**config.mk**
```make
export PLATFORM = sky130hd
export DESIGN_NAME = button_seq_capture
export DESIGN_NICKNAME = d
export VERILOG_FILES = /design/src/rtl/button_seq_pkg.sv /design/src/rtl/btn_conditioner.sv /design/src/rtl/button_seq_capture.sv
export SDC_FILE = /design/constraint.sdc
export NUM_CORES = 1
export LEC_CHECK = 0
export BUFFER_PORTS_ARGS = -buffer_cell sky130_fd_sc_hd__buf_2
export CAP_MARGIN = 20
export CORE_ASPECT_RATIO = 1.25
export CORE_UTILIZATION = 30
export DETAILED_ROUTE_END_ITERATION = 12
export SETUP_SLACK_MARGIN = 0.2
export SKIP_LAST_GASP = 1
export SLEW_MARGIN = 20
export SYNTH_ARGS = -nofsm -noshare
export SYNTH_HDL_FRONTEND = slang
export SYNTH_SLANG_ARGS = --single-unit
```
**constraint.sdc**
```tcl
create_clock -name clk -period 4.1 [get_ports clk]
set_clock_uncertainty 0.15 [all_clocks]
set_input_delay 0.205 -clock clk [delete_from_list [all_inputs] [get_ports clk]]
set_output_delay 0.205 -clock clk [all_outputs]
set_load 0.01 [all_outputs]
```
**src/rtl/button_seq_pkg.sv**
```systemverilog
// Shared types and helpers for the button-sequence capture block.
package button_seq_pkg;

  typedef enum logic [1:0] {
    IDLE    = 2'd0,
    CAPTURE = 2'd1,
    DONE    = 2'd2
  } state_t;

  // Bit positions inside error_code
  localparam int unsigned ERR_MULTI   = 0;
  localparam int unsigned ERR_IGNORED = 1;
  localparam int unsigned ERR_ABORT   = 2;

  // Sequence length for a difficulty level: 4*level+4, capped at the buffer depth
  function automatic int unsigned target_len_f(input logic [1:0] level,
                                               input int unsigned max_len);
    int unsigned t;
    t = 4 * {30'd0, level} + 4;
    return (t < max_len) ? t : max_len;
  endfunction

endpackage

```
**src/rtl/btn_conditioner.sv**
```systemverilog
// Single-button conditioner: 2-flop synchroniser, optional debounce, rising-edge detect.
// Debounce is built only when BTN_DEBOUNCE_EN is defined.
module btn_conditioner
`ifdef BTN_DEBOUNCE_EN
  #(parameter int unsigned DB_CYCLES = 16)
`endif
(
  input  logic clk,
  input  logic rst,
  input  logic raw,
  output logic lvl,
  output logic rise
);

  logic sync1;
  logic sync2;
  logic lvl_q;

  // Bring the asynchronous button level into the clk domain
  always_ff @(posedge clk or posedge rst) begin
    if (rst) begin
      sync1 <= 1'b0;
      sync2 <= 1'b0;
    end else begin
      sync1 <= raw;
      sync2 <= sync1;
    end
  end

`ifdef BTN_DEBOUNCE_EN
  localparam int unsigned CNT_W = $clog2(DB_CYCLES + 1);

  logic [CNT_W-1:0] db_cnt;
  logic             db_lvl;

  // Follow the synced level only after DB_CYCLES consecutive differing samples
  always_ff @(posedge clk or posedge rst) begin
    if (rst) begin
      db_cnt <= '0;
      db_lvl <= 1'b0;
    end else if (sync2 == db_lvl) begin
      db_cnt <= '0;
    end else if (db_cnt == CNT_W'(DB_CYCLES - 1)) begin
      db_lvl <= sync2;
      db_cnt <= '0;
    end else begin
      db_cnt <= db_cnt + 1'b1;
    end
  end

  assign lvl = db_lvl;
`else
  assign lvl = sync2;
`endif

  // Delayed level for edge detection
  always_ff @(posedge clk or posedge rst) begin
    if (rst) lvl_q <= 1'b0;
    else     lvl_q <= lvl;
  end

  assign rise = lvl & ~lvl_q;

endmodule

```
**src/rtl/button_seq_capture.sv**
```systemverilog
// Button-sequence recorder: conditions N_BTN buttons, rejects multi-presses and stores
// one index per accepted press until the level's target length is reached.
// Optional debounce on the button path: define BTN_DEBOUNCE_EN.
module button_seq_capture #(
  parameter int unsigned N_BTN     = 8,
  parameter int unsigned IDX_W     = 3,
  parameter int unsigned MAX_LEN   = 16,
  parameter int unsigned LEN_W     = 5,
  parameter int unsigned DB_CYCLES = 16
) (
  input  logic                     clk,
  input  logic                     rst,
  input  logic                     start,
  input  logic [1:0]               level,
  input  logic [N_BTN-1:0]         btn,
  output logic                     key_valid,
  output logic [IDX_W-1:0]         key_idx,
  output logic [MAX_LEN*IDX_W-1:0] seq_flat,
  output logic [LEN_W-1:0]         count,
  output logic [LEN_W-1:0]         target_len,
  output logic                     busy,
  output logic                     end_signal,
  output logic [3:0]               error_code
);

  import button_seq_pkg::*;

  if (IDX_W != $clog2(N_BTN) || LEN_W != $clog2(MAX_LEN + 1) || DB_CYCLES < 1) begin : g_param_check
    $error("button_seq_capture: inconsistent parameters");
  end

  logic [N_BTN-1:0] lvl;
  logic [N_BTN-1:0] rise;
  logic [IDX_W-1:0] rise_idx;
  logic             any_rise;
  logic             clean_press;
  logic             accept;
  logic [2:0]       err_flags;
  logic [IDX_W-1:0] entries [MAX_LEN];
  state_t           state;
  state_t           state_next;

  for (genvar i = 0; i < N_BTN; i++) begin : g_btn
`ifdef BTN_DEBOUNCE_EN
    btn_conditioner #(.DB_CYCLES(DB_CYCLES)) u_cond (
`else
    btn_conditioner u_cond (
`endif
      .clk  (clk),
      .rst  (rst),
      .raw  (btn[i]),
      .lvl  (lvl[i]),
      .rise (rise[i])
    );
  end

  // Encode the rising button; only meaningful when exactly one bit is set
  always_comb begin
    rise_idx = '0;
    for (int unsigned i = 0; i < N_BTN; i++) begin
      if (rise[i]) rise_idx = IDX_W'(i);
    end
  end

  assign any_rise    = |rise;
  assign clean_press = $onehot(rise) && ((lvl & ~rise) == '0);
  assign accept      = (state == CAPTURE) && !start && clean_press && (count < target_len);

  // State register
  always_ff @(posedge clk or posedge rst) begin
    if (rst) state <= IDLE;
    else     state <= state_next;
  end

  // Next state: start always (re)enters CAPTURE; the completing write moves to DONE
  always_comb begin
    state_next = state;
    if (start) begin
      state_next = CAPTURE;
    end else if (state == CAPTURE && accept && (count + LEN_W'(1)) == target_len) begin
      state_next = DONE;
    end
  end

  assign busy       = (state == CAPTURE);
  assign end_signal = (state == DONE);

  // Buffer, counters, key strobe and sticky error flags
  always_ff @(posedge clk or posedge rst) begin
    if (rst) begin
      for (int unsigned k = 0; k < MAX_LEN; k++) entries[k] <= '0;
      count      <= '0;
      target_len <= '0;
      key_valid  <= 1'b0;
      key_idx    <= '0;
      err_flags  <= '0;
    end else begin
      key_valid <= 1'b0;
      if (start) begin
        // Start wins over any press in the same cycle; abort is flagged after the clear
        for (int unsigned k = 0; k < MAX_LEN; k++) entries[k] <= '0;
        count      <= '0;
        target_len <= LEN_W'(target_len_f(level, MAX_LEN));
        err_flags  <= '0;
        if (state == CAPTURE && count != '0) err_flags[ERR_ABORT] <= 1'b1;
      end else if (any_rise) begin
        if (accept) begin
          for (int unsigned k = 0; k < MAX_LEN; k++) begin
            if (LEN_W'(k) == count) entries[k] <= rise_idx;
          end
          count     <= count + 1'b1;
          key_valid <= 1'b1;
          key_idx   <= rise_idx;
        end else if (state == CAPTURE && !clean_press) begin
          err_flags[ERR_MULTI] <= 1'b1;
        end else begin
          err_flags[ERR_IGNORED] <= 1'b1;
        end
      end
    end
  end

  assign error_code = {1'b0, err_flags};

  // Flatten the buffer onto the output bus
  always_comb begin
    seq_flat = '0;
    for (int unsigned k = 0; k < MAX_LEN; k++) begin
      seq_flat[k*IDX_W +: IDX_W] = entries[k];
    end
  end

endmodule
```
==> results of run 1 <==
## flip-flops by register name (all words and copies together) (netlist names), 2 cells and up
signal              flops
seq_flat               48
g_btn.u_cond.lvl        8
g_btn.u_cond.lvl_q      8
g_btn.u_cond.sync1      8
count                   5
err_flags               3
key_idx                 3
target_len              3
state                   2
## kinds of logic (layout without fill, tap and decap cells)
logic type / Yosys count / after routing
simple gates: 130 / 130
flops: 89 / 89
buf+inv: 43 / 139
compound gates: 40 / 40
mux: 40 / 40
fa+ha+maj: 17 / 17
xor+xnor: 5 / 5
other cells: 1 / 3
## cells in the final DEF (no fill, tap or decap), types with 3 or more instances in the layout
cell            n
mux2i_1        39
nand3_1         7
and3_1          4
inv_1          17
a21oi_2         3
dfrtp_1        89
o21ai_0         3
nor2_1          9
or2_2           3
fa_1            3
nand4_2        10
buf_2          77
inv_6           3
nand2_1        16
dlygate4sd3_1   9
ha_1           12
xnor2_1         4
o2bb2ai_2       4
nand4_1         3
buf_4          12
o21ai_1         3
nor2b_1        12
o2bb2ai_1       7
nand2b_1       47
conb_1          3
clkbuf_16      10
## cell type report
class,count,area (sq um),area share [%]
well taps,175,219,4.01
inverters,20,77.6,1.42
multi-input cells,235,1950,35.7
flip-flops and latches,89,2230,40.8
repair buffers,103,664,12.2
clock buffers,9,225,4.12
clock inverters,7,100,1.83
## where the power goes
group / internal, mW / leakage (nW) / switching [mW]
combinational: 0.105 / 1.56 / 0.148
sequential: 0.910 / 1.17 / 0.0237
clock: 0.541 / 0.161 / 0.363
## critical path: stages, from the launching register on
cell and delay, ps:
dfrtp_1 390, nor2b_4 140, fa_1 540, inv_1 50, fa_1 500, fa_1 410
inv_1 70, ha_2 180, inv_2 40, fa_2 520, nand2_2 50, a21oi_2 90
and4_4 280, buf_6 130, buf_16 130, buf_8 120, and3_1 140, o32ai_1 60
## worst max path at each step
stage                        start      endpoint  slack (ps)  cells past startpoint
2_1_floorplan  g_btn[3].u_cond.lvl   seq_flat[9]         180                     16
3_3_place_gp   g_btn[1].u_cond.lvl    key_idx[2]          30                     15
3_5_place_dp   g_btn[3].u_cond.lvl      count[0]        -100                     15
4_1_cts        g_btn[3].u_cond.lvl  seq_flat[37]          10                     15
5_1_grt        g_btn[3].u_cond.lvl  seq_flat[20]        -150                     17
6_report       g_btn[3].u_cond.lvl  seq_flat[20]          -3                     17
## per-stage QoR
step | hold WS (ps) | std cells
6_report | 32.4 | 638
5_1_grt | 86.8 | 638
4_1_cts | 32.4 | 637
3_5_place_dp | 164 | 604
3_3_place_gp | 166 | 604
2_1_floorplan | 86.4 | 367
## cell usage after synthesis (4+ instances only)
library cell,count
inv_1,19
nand4_2,10
nor2b_1,14
and3_1,5
fa_1,4
o21ai_0,6
nand3_1,7
nor2_1,9
ha_1,13
nand2_1,17
a21oi_1,5
mux2i_1,39
xnor2_1,4
dfrtp_1,89
clkbuf_1,15
buf_4,4
nand2b_1,48
o2bb2ai_1,11
## repair_timing
| action | in CTS | in global routing |
|---|---|---|
| gates cloned | 1 | 1 |
| pin swaps | 3 | 1 |
| setup endpoints to repair | 61 | 61 |
| buffers inserted | 7 | 0 |
| endpoints found under the hold margin | 67 | 0 |
| hold buffers | 9 | 0 |
| resized for setup | 23 | 12 |
## routing by layer
layer / global-route usage [%] / vias to the layer above / wire length, um
li1: - / 1424 / -
met1: 17.9 / 1518 / 4480
met2: 25.6 / 57 / 5330
met3: 3.22 / 16 / 447
met4: 5.26 / 0 / 202
met5: 0 / - / 0
==> qor.yml, run 1 <==
outcome:
  status: "finished, violations left"
  violations: "setup timing"
timing:
  setup-tns-final_ps: -4.94
  timing.final.crit_share_pct: 100
  rsz0062_at_grt: "yes"
  drv_slew: 0
  setup_slack_ps: -2.86
  clock.fmax_mhz: 244
  tightest_slew_ps: 893
  slew_headroom_pct: 40.0
  fin_crit_ps: 4100
  hold_viol_final: 0
  setup_violations: 2
worst_setup_path:
  regToRegSetupSlack_ps: -3
  cp-end-kind: "flip-flop"
  required_ps: 4170
  reg2reg_to: "seq_flat[20]"
  path_max_fanout: 8
  arrival_ps: 4170
  worstSetupPathType: "reg2reg"
  reg2reg_depth: 17
  start_kind: "flip-flop"
  timing.rr.start: "g_btn[3].u_cond.lvl"
grt:
  grt.total_usage_pct: 14.8
  grt_pass1_vias: 3192
  grt_max_degree: 71
  grt_pass1_wl_um: 16500
  gr-total-overflow: 0
  antenna_found_initial: 0
place:
  gp_congestion: 0.822
  pre_cts_ws_ps: -98.6
  placed_cell_area_sq_um: 4820
  port_buffers: 77
  dpl.hpwl_um: 7210
power_and_ir_drop:
  p_leak_nw: 2.89
  powerDensity_nw_per_um2: 382
  totalPowerFinal_mw: 2.09
  ir_drop_uv: 189
clocking:
  clock-sinks: 89
  numCtsBuffers: 9
  cts.htree.levels: 3
  clockBufferDepth: 2
  cts_tree: "built"
  clock_latency_ps: 340
  clkTransAtPathRegs_ps: 60
  cts_root_buf: "clkbuf_16"
logic_synthesis:
  netlist_area_sq_um: 4260
  synth_compound_area_share_pct: 7.05
  syn_inst: 365
  synth_adder_area_share_pct: 5.70
  synth_flop_cell: "dfrtp_1"
  avgSynthCellArea_sq_um: 11.7
  synth_top_family_by_area: "simple AND/OR/NAND/NOR gates"
  yosysWarningCount: 0
  synth-simple-area-share_pct: 19.7
  netlist_top_cells_area: "dfrtp_1 (52%), mux2i_1 (9.2%), nand2b_1 (7.0%)"
  synth_xor_area_share_pct: 1.03
  synth_enable_flop_cells: 0
  synth_top_area_share_pct: 52.3
  muxShareOfSynthArea_pct: 9.43
  yosysSeqAreaShare_pct: 52.3
  yosysUniqueCellTypes: 52
  ys_ff_latch: 89
  yosysTopAreaCell: "dfrtp_1"
  synthArstFlopShare_pct: 100
route:
  drt-initial-drc-count: 111
  drc: 0
  drt_pass1_iterations: 4
  vias: 3015
  wire_per_inst_um: 16.4
  ant_nets: 0
  viasPerCell: 4.73
  detail_route.wirelength_um: 10500
finish:
  drive_gt1_share_pct: 33.0
  finalNetCount: 488
  stdcell_area_sq_um: 5470
  area_delta_synth_final_pct: 28.3
  fillCellCount: 1327
  diodes: 0
  fin_util_pct: 39.6
floorplanning:
  rows: 48
  die_area_sq_um: 14700
  ios: 81
  die_w_um: 109
  core_sq_um: 13800
  die_h_um: 135
  start_util_pct: 30.8
flow_run:
  maxCapViolCount: 0
worst_hold_path:
  hold_start: "level[1]"
  holdPathStages: 4
  min_to: "target_len[3]"
  holdCritPathClass: "in2reg"
No activity file was read; power rests on OpenSTA's default activity.
==> run 2, diff against run 1 <==
--- a/config.mk
+++ b/config.mk
@@ -5,6 +5,7 @@
 export SDC_FILE = /design/constraint.sdc
 export NUM_CORES = 1
 export LEC_CHECK = 0
+export ABC_AREA = 1
 export BUFFER_PORTS_ARGS = -buffer_cell sky130_fd_sc_hd__buf_2
 export CAP_MARGIN = 20
 export CORE_ASPECT_RATIO = 1.25
==> run 2 against run 1 <==
Compared with the run above:
- the run still ends with setup timing left
- largest power group unchanged
- clock power is 11% lower
- global-route usage up 1.1 points
- worst hold slack better by 7.9 ps
- combinational power shrank 2%
- count of clock-buffer cells in the layout rose by 3
- worst setup slack got worse by 210 ps
- non-clock buffer count shrank 4
- critical path depth is 2 higher
- synthesized cell count up 39%
- flip-flop and latch count stayed put
==> qor.yml, run 2 <==
timing:
  setup_violations: 60  # +58
  timing.final.crit_share_pct: 105  # +5.2 points
  setup_slack_ps: -217  # -214 ps
  rsz0062_at_grt: "yes"
  holdWs_ps: 40.2  # +7.88 ps
  drv_slew: 0  # unchanged
  clock.fmax_mhz: 232  # -4.9%
  fin_crit_ps: 4320  # +214 ps
  slew_headroom_pct: 38.5  # -1.6 points
  hold_viol_final: 0  # unchanged
  tightest_slew_ps: 923  # +30.7 ps
place:
  port_buffers: 77  # unchanged
  dpl.hpwl_um: 8060  # +12%
  gp_congestion: 0.812  # -1.2%
  dp_cells: 756  # +25%
logic_synthesis:
  yosysUniqueCellTypes: 29  # -44%
  yosysWarningCount: 0  # unchanged
  synth_enable_flop_cells: 0  # unchanged
  synthTopCellsByCount: "nand2_1 (172), dfrtp_1 (89), inv_1 (59), nand3_1 (58), nor2_1 (34)"
  synth_top_area_share_pct: 51.1  # -1.2 points
  ys_ff_latch: 89  # unchanged
  synth_flop_cell: "dfrtp_1"
  avgSynthCellArea_sq_um: 8.56  # -27%
  syn_inst: 509  # +39%
  netlist_top_cells_area: "dfrtp_1 (51%), nand2_1 (15%), nand3_1 (6.7%)"
  netlist_area_sq_um: 4360  # +2.3%
  synth_most_common_cell: "nand2_1"
  yosysTopAreaCell: "dfrtp_1"
  yosysSeqAreaShare_pct: 51.1  # -1.2 points
  synthArstFlopShare_pct: 100  # unchanged
route:
  wire_per_inst_um: 14.1  # -14%
  ant_nets: 0  # unchanged
  viasPerCell: 4.62  # -2.2%
  vias: 3625  # +20%
  drc: 0  # unchanged
  drt-initial-drc-count: 192  # +73%
  drt_pass1_iterations: 4  # unchanged
  detail_route.wirelength_um: 11100  # +5.9%
floorplanning:
  rows: 48  # unchanged
  ios: 81  # unchanged
  start_util_pct: 31.1  # +0.29 points
  die_w_um: 110  # +1.1%
  die_area_sq_um: 15000  # +2.2%
  die_h_um: 137  # +1.1%
  core_sq_um: 14000  # +1.3%
grt:
  grt.total_usage_pct: 15.9  # +1.1 points
  grt_pass1_vias: 3721  # +17%
  antenna_found_initial: 0  # unchanged
  gr-total-overflow: 0  # unchanged
  grt_max_degree: 56  # -21%
  grt_util_met3_pct: 3.14  # -0.080 points
  met1_usage_pct: 18.5  # +0.60 points
  grt_pass1_wl_um: 18100  # +9.4%
  grt_most_used_layer: "met2"
  met2_usage_pct: 27.6  # +2.0 points
finish:
  diodes: 0  # unchanged
  largest_register_ffs: 48  # unchanged
  layout_common_cells: "nand2_1 (171), dfrtp_1 (89), buf_2 (77)"
  mostFrequentLayoutCell: "nand2_1"
  fillCellCount: 1445  # +8.9%
  finalNonFillerCells: 784  # +23%
  finalNetCount: 634  # +30%
  fin_util_pct: 38.9  # -0.67 points
  area_delta_synth_final_pct: 24.9
  drive_gt1_share_pct: 22.8  # -10 points
worst_setup_path:
  start_kind: "flip-flop"
  arrival_ps: 4380  # +210 ps
  required_ps: 4170  # about the same
  cp-end-kind: "flip-flop"
  worstSetupPathType: "reg2reg"
  path_max_fanout: 9  # +1
clocking:
  cts_setup_buffers: 0  # -7
  cts_root_buf: "clkbuf_16"
  clockBufferDepth: 2  # unchanged
  clock_latency_ps: 340  # about the same
  cts.htree.levels: 3  # unchanged
  clock-sinks: 89  # unchanged
  numCtsBuffers: 9  # unchanged
  clkTransAtPathRegs_ps: 70  # about the same
  cts_tree: "built"
power_and_ir_drop:
  p_leak_nw: 2.95  # +1.8%
  ir_drop_uv: 145  # -23%
  powerDensity_nw_per_um2: 365  # -4.6%
outcome:
  violations: "setup timing"
  status: "finished, violations left"
worst_hold_path:
  holdCritPathClass: "in2reg"
flow_run:
  maxCapViolCount: 0  # unchanged
==> run 2: routing by layer <==
metal,part of all wire [%],up-vias
met5,0,-
met1,42,1727
met4,3.0,0
met3,3.8,25
met2,51,88
li1,-,1785
==> run 2: layout make-up <==
class	instances	area, sq um	share of cell area [%]
clock buffer	12	236	4.34
clock inverter	4	53.8	0.989
inverter	61	230	4.23
multi-input combinational	344	1830	33.6
sequential	89	2230	40.9
tap	175	219	4.02
timing repair buffer	99	648	11.9
==> run 2: worst max-delay path, stage by stage, from the launching register on <==
cell	delay, ps
dfrtp_1	380
inv_1	60
or2_1	130
inv_2	50
fa_1	560
inv_2	40
fa_1	500
fa_1	420
inv_1	70
ha_2	180
inv_2	40
fa_2	530
nand2_1	60
a21oi_2	160
nand3b_4	120
nor2_8	180
nand3_4	120
buf_12	200
nand2_1	120
o21ai_0	120
==> run 2: logic make-up after synthesis <==
family | after synthesis | synth area share, %
and+or+nand+nor | 305 | 32.7
DFF | 89 | 51.1
buffers and inverters | 78 | 7.73
AOI/OAI and AO/OA | 19 | 2.79
adders and majority gates | 17 | 5.57
other | 1 | 0.0861
==> run 2: stage by stage <==
step,power (mW),setup slack [ps],TNS [ps],cell area (sq um)
after detailed placement,1.18,-149,-5470,4980
after global routing,2.07,-398,-20420,5440
final,1.98,-217,-9190,5440
after floorplan,1.10,138,0,4380
after global placement,1.17,-29.9,-119,4980
after CTS,2.00,-132,-4830,5390
==> run 2: worst paths after layout <==
| check | cells past startpoint | slack [ps] | startpoint | end |
|---|---|---|---|---|
| worst min register to register | 0 | 190 | g_btn[3].u_cond.sync1 | g_btn[3].u_cond.lvl |
| worst max-delay path | 19 | -220 | g_btn[3].u_cond.lvl | count[4] |
| max in group asynchronous | 4 | 2370 | rst | count[1] |
| worst max register to register | 19 | -220 | g_btn[3].u_cond.lvl | count[4] |
| min in group asynchronous | 3 | 380 | rst | target_len[2] |
| worst min-delay path | 4 | 40 | level[1] | target_len[3] |
==> run 2: where the power goes <==
| group | total [mW] | switching, mW | internal [mW] | leakage, nW |
|---|---|---|---|---|
| combinational | 0.247 | 0.158 | 0.0890 | 1.64 |
| sequential | 0.930 | 0.0209 | 0.909 | 1.17 |
| clock | 0.808 | 0.334 | 0.474 | 0.133 |
| total | 1.98 | 0.513 | 1.47 | 2.95 |
==> run 2: repair_timing <==
item                                   in CTS  in global routing
gates resized for setup                     4                  7
pin swaps                                   1                  5
gates cloned                                0                  2
setup endpoints to repair                  60                 61
endpoints found under the hold margin      56                  0
hold buffers                               10                  0
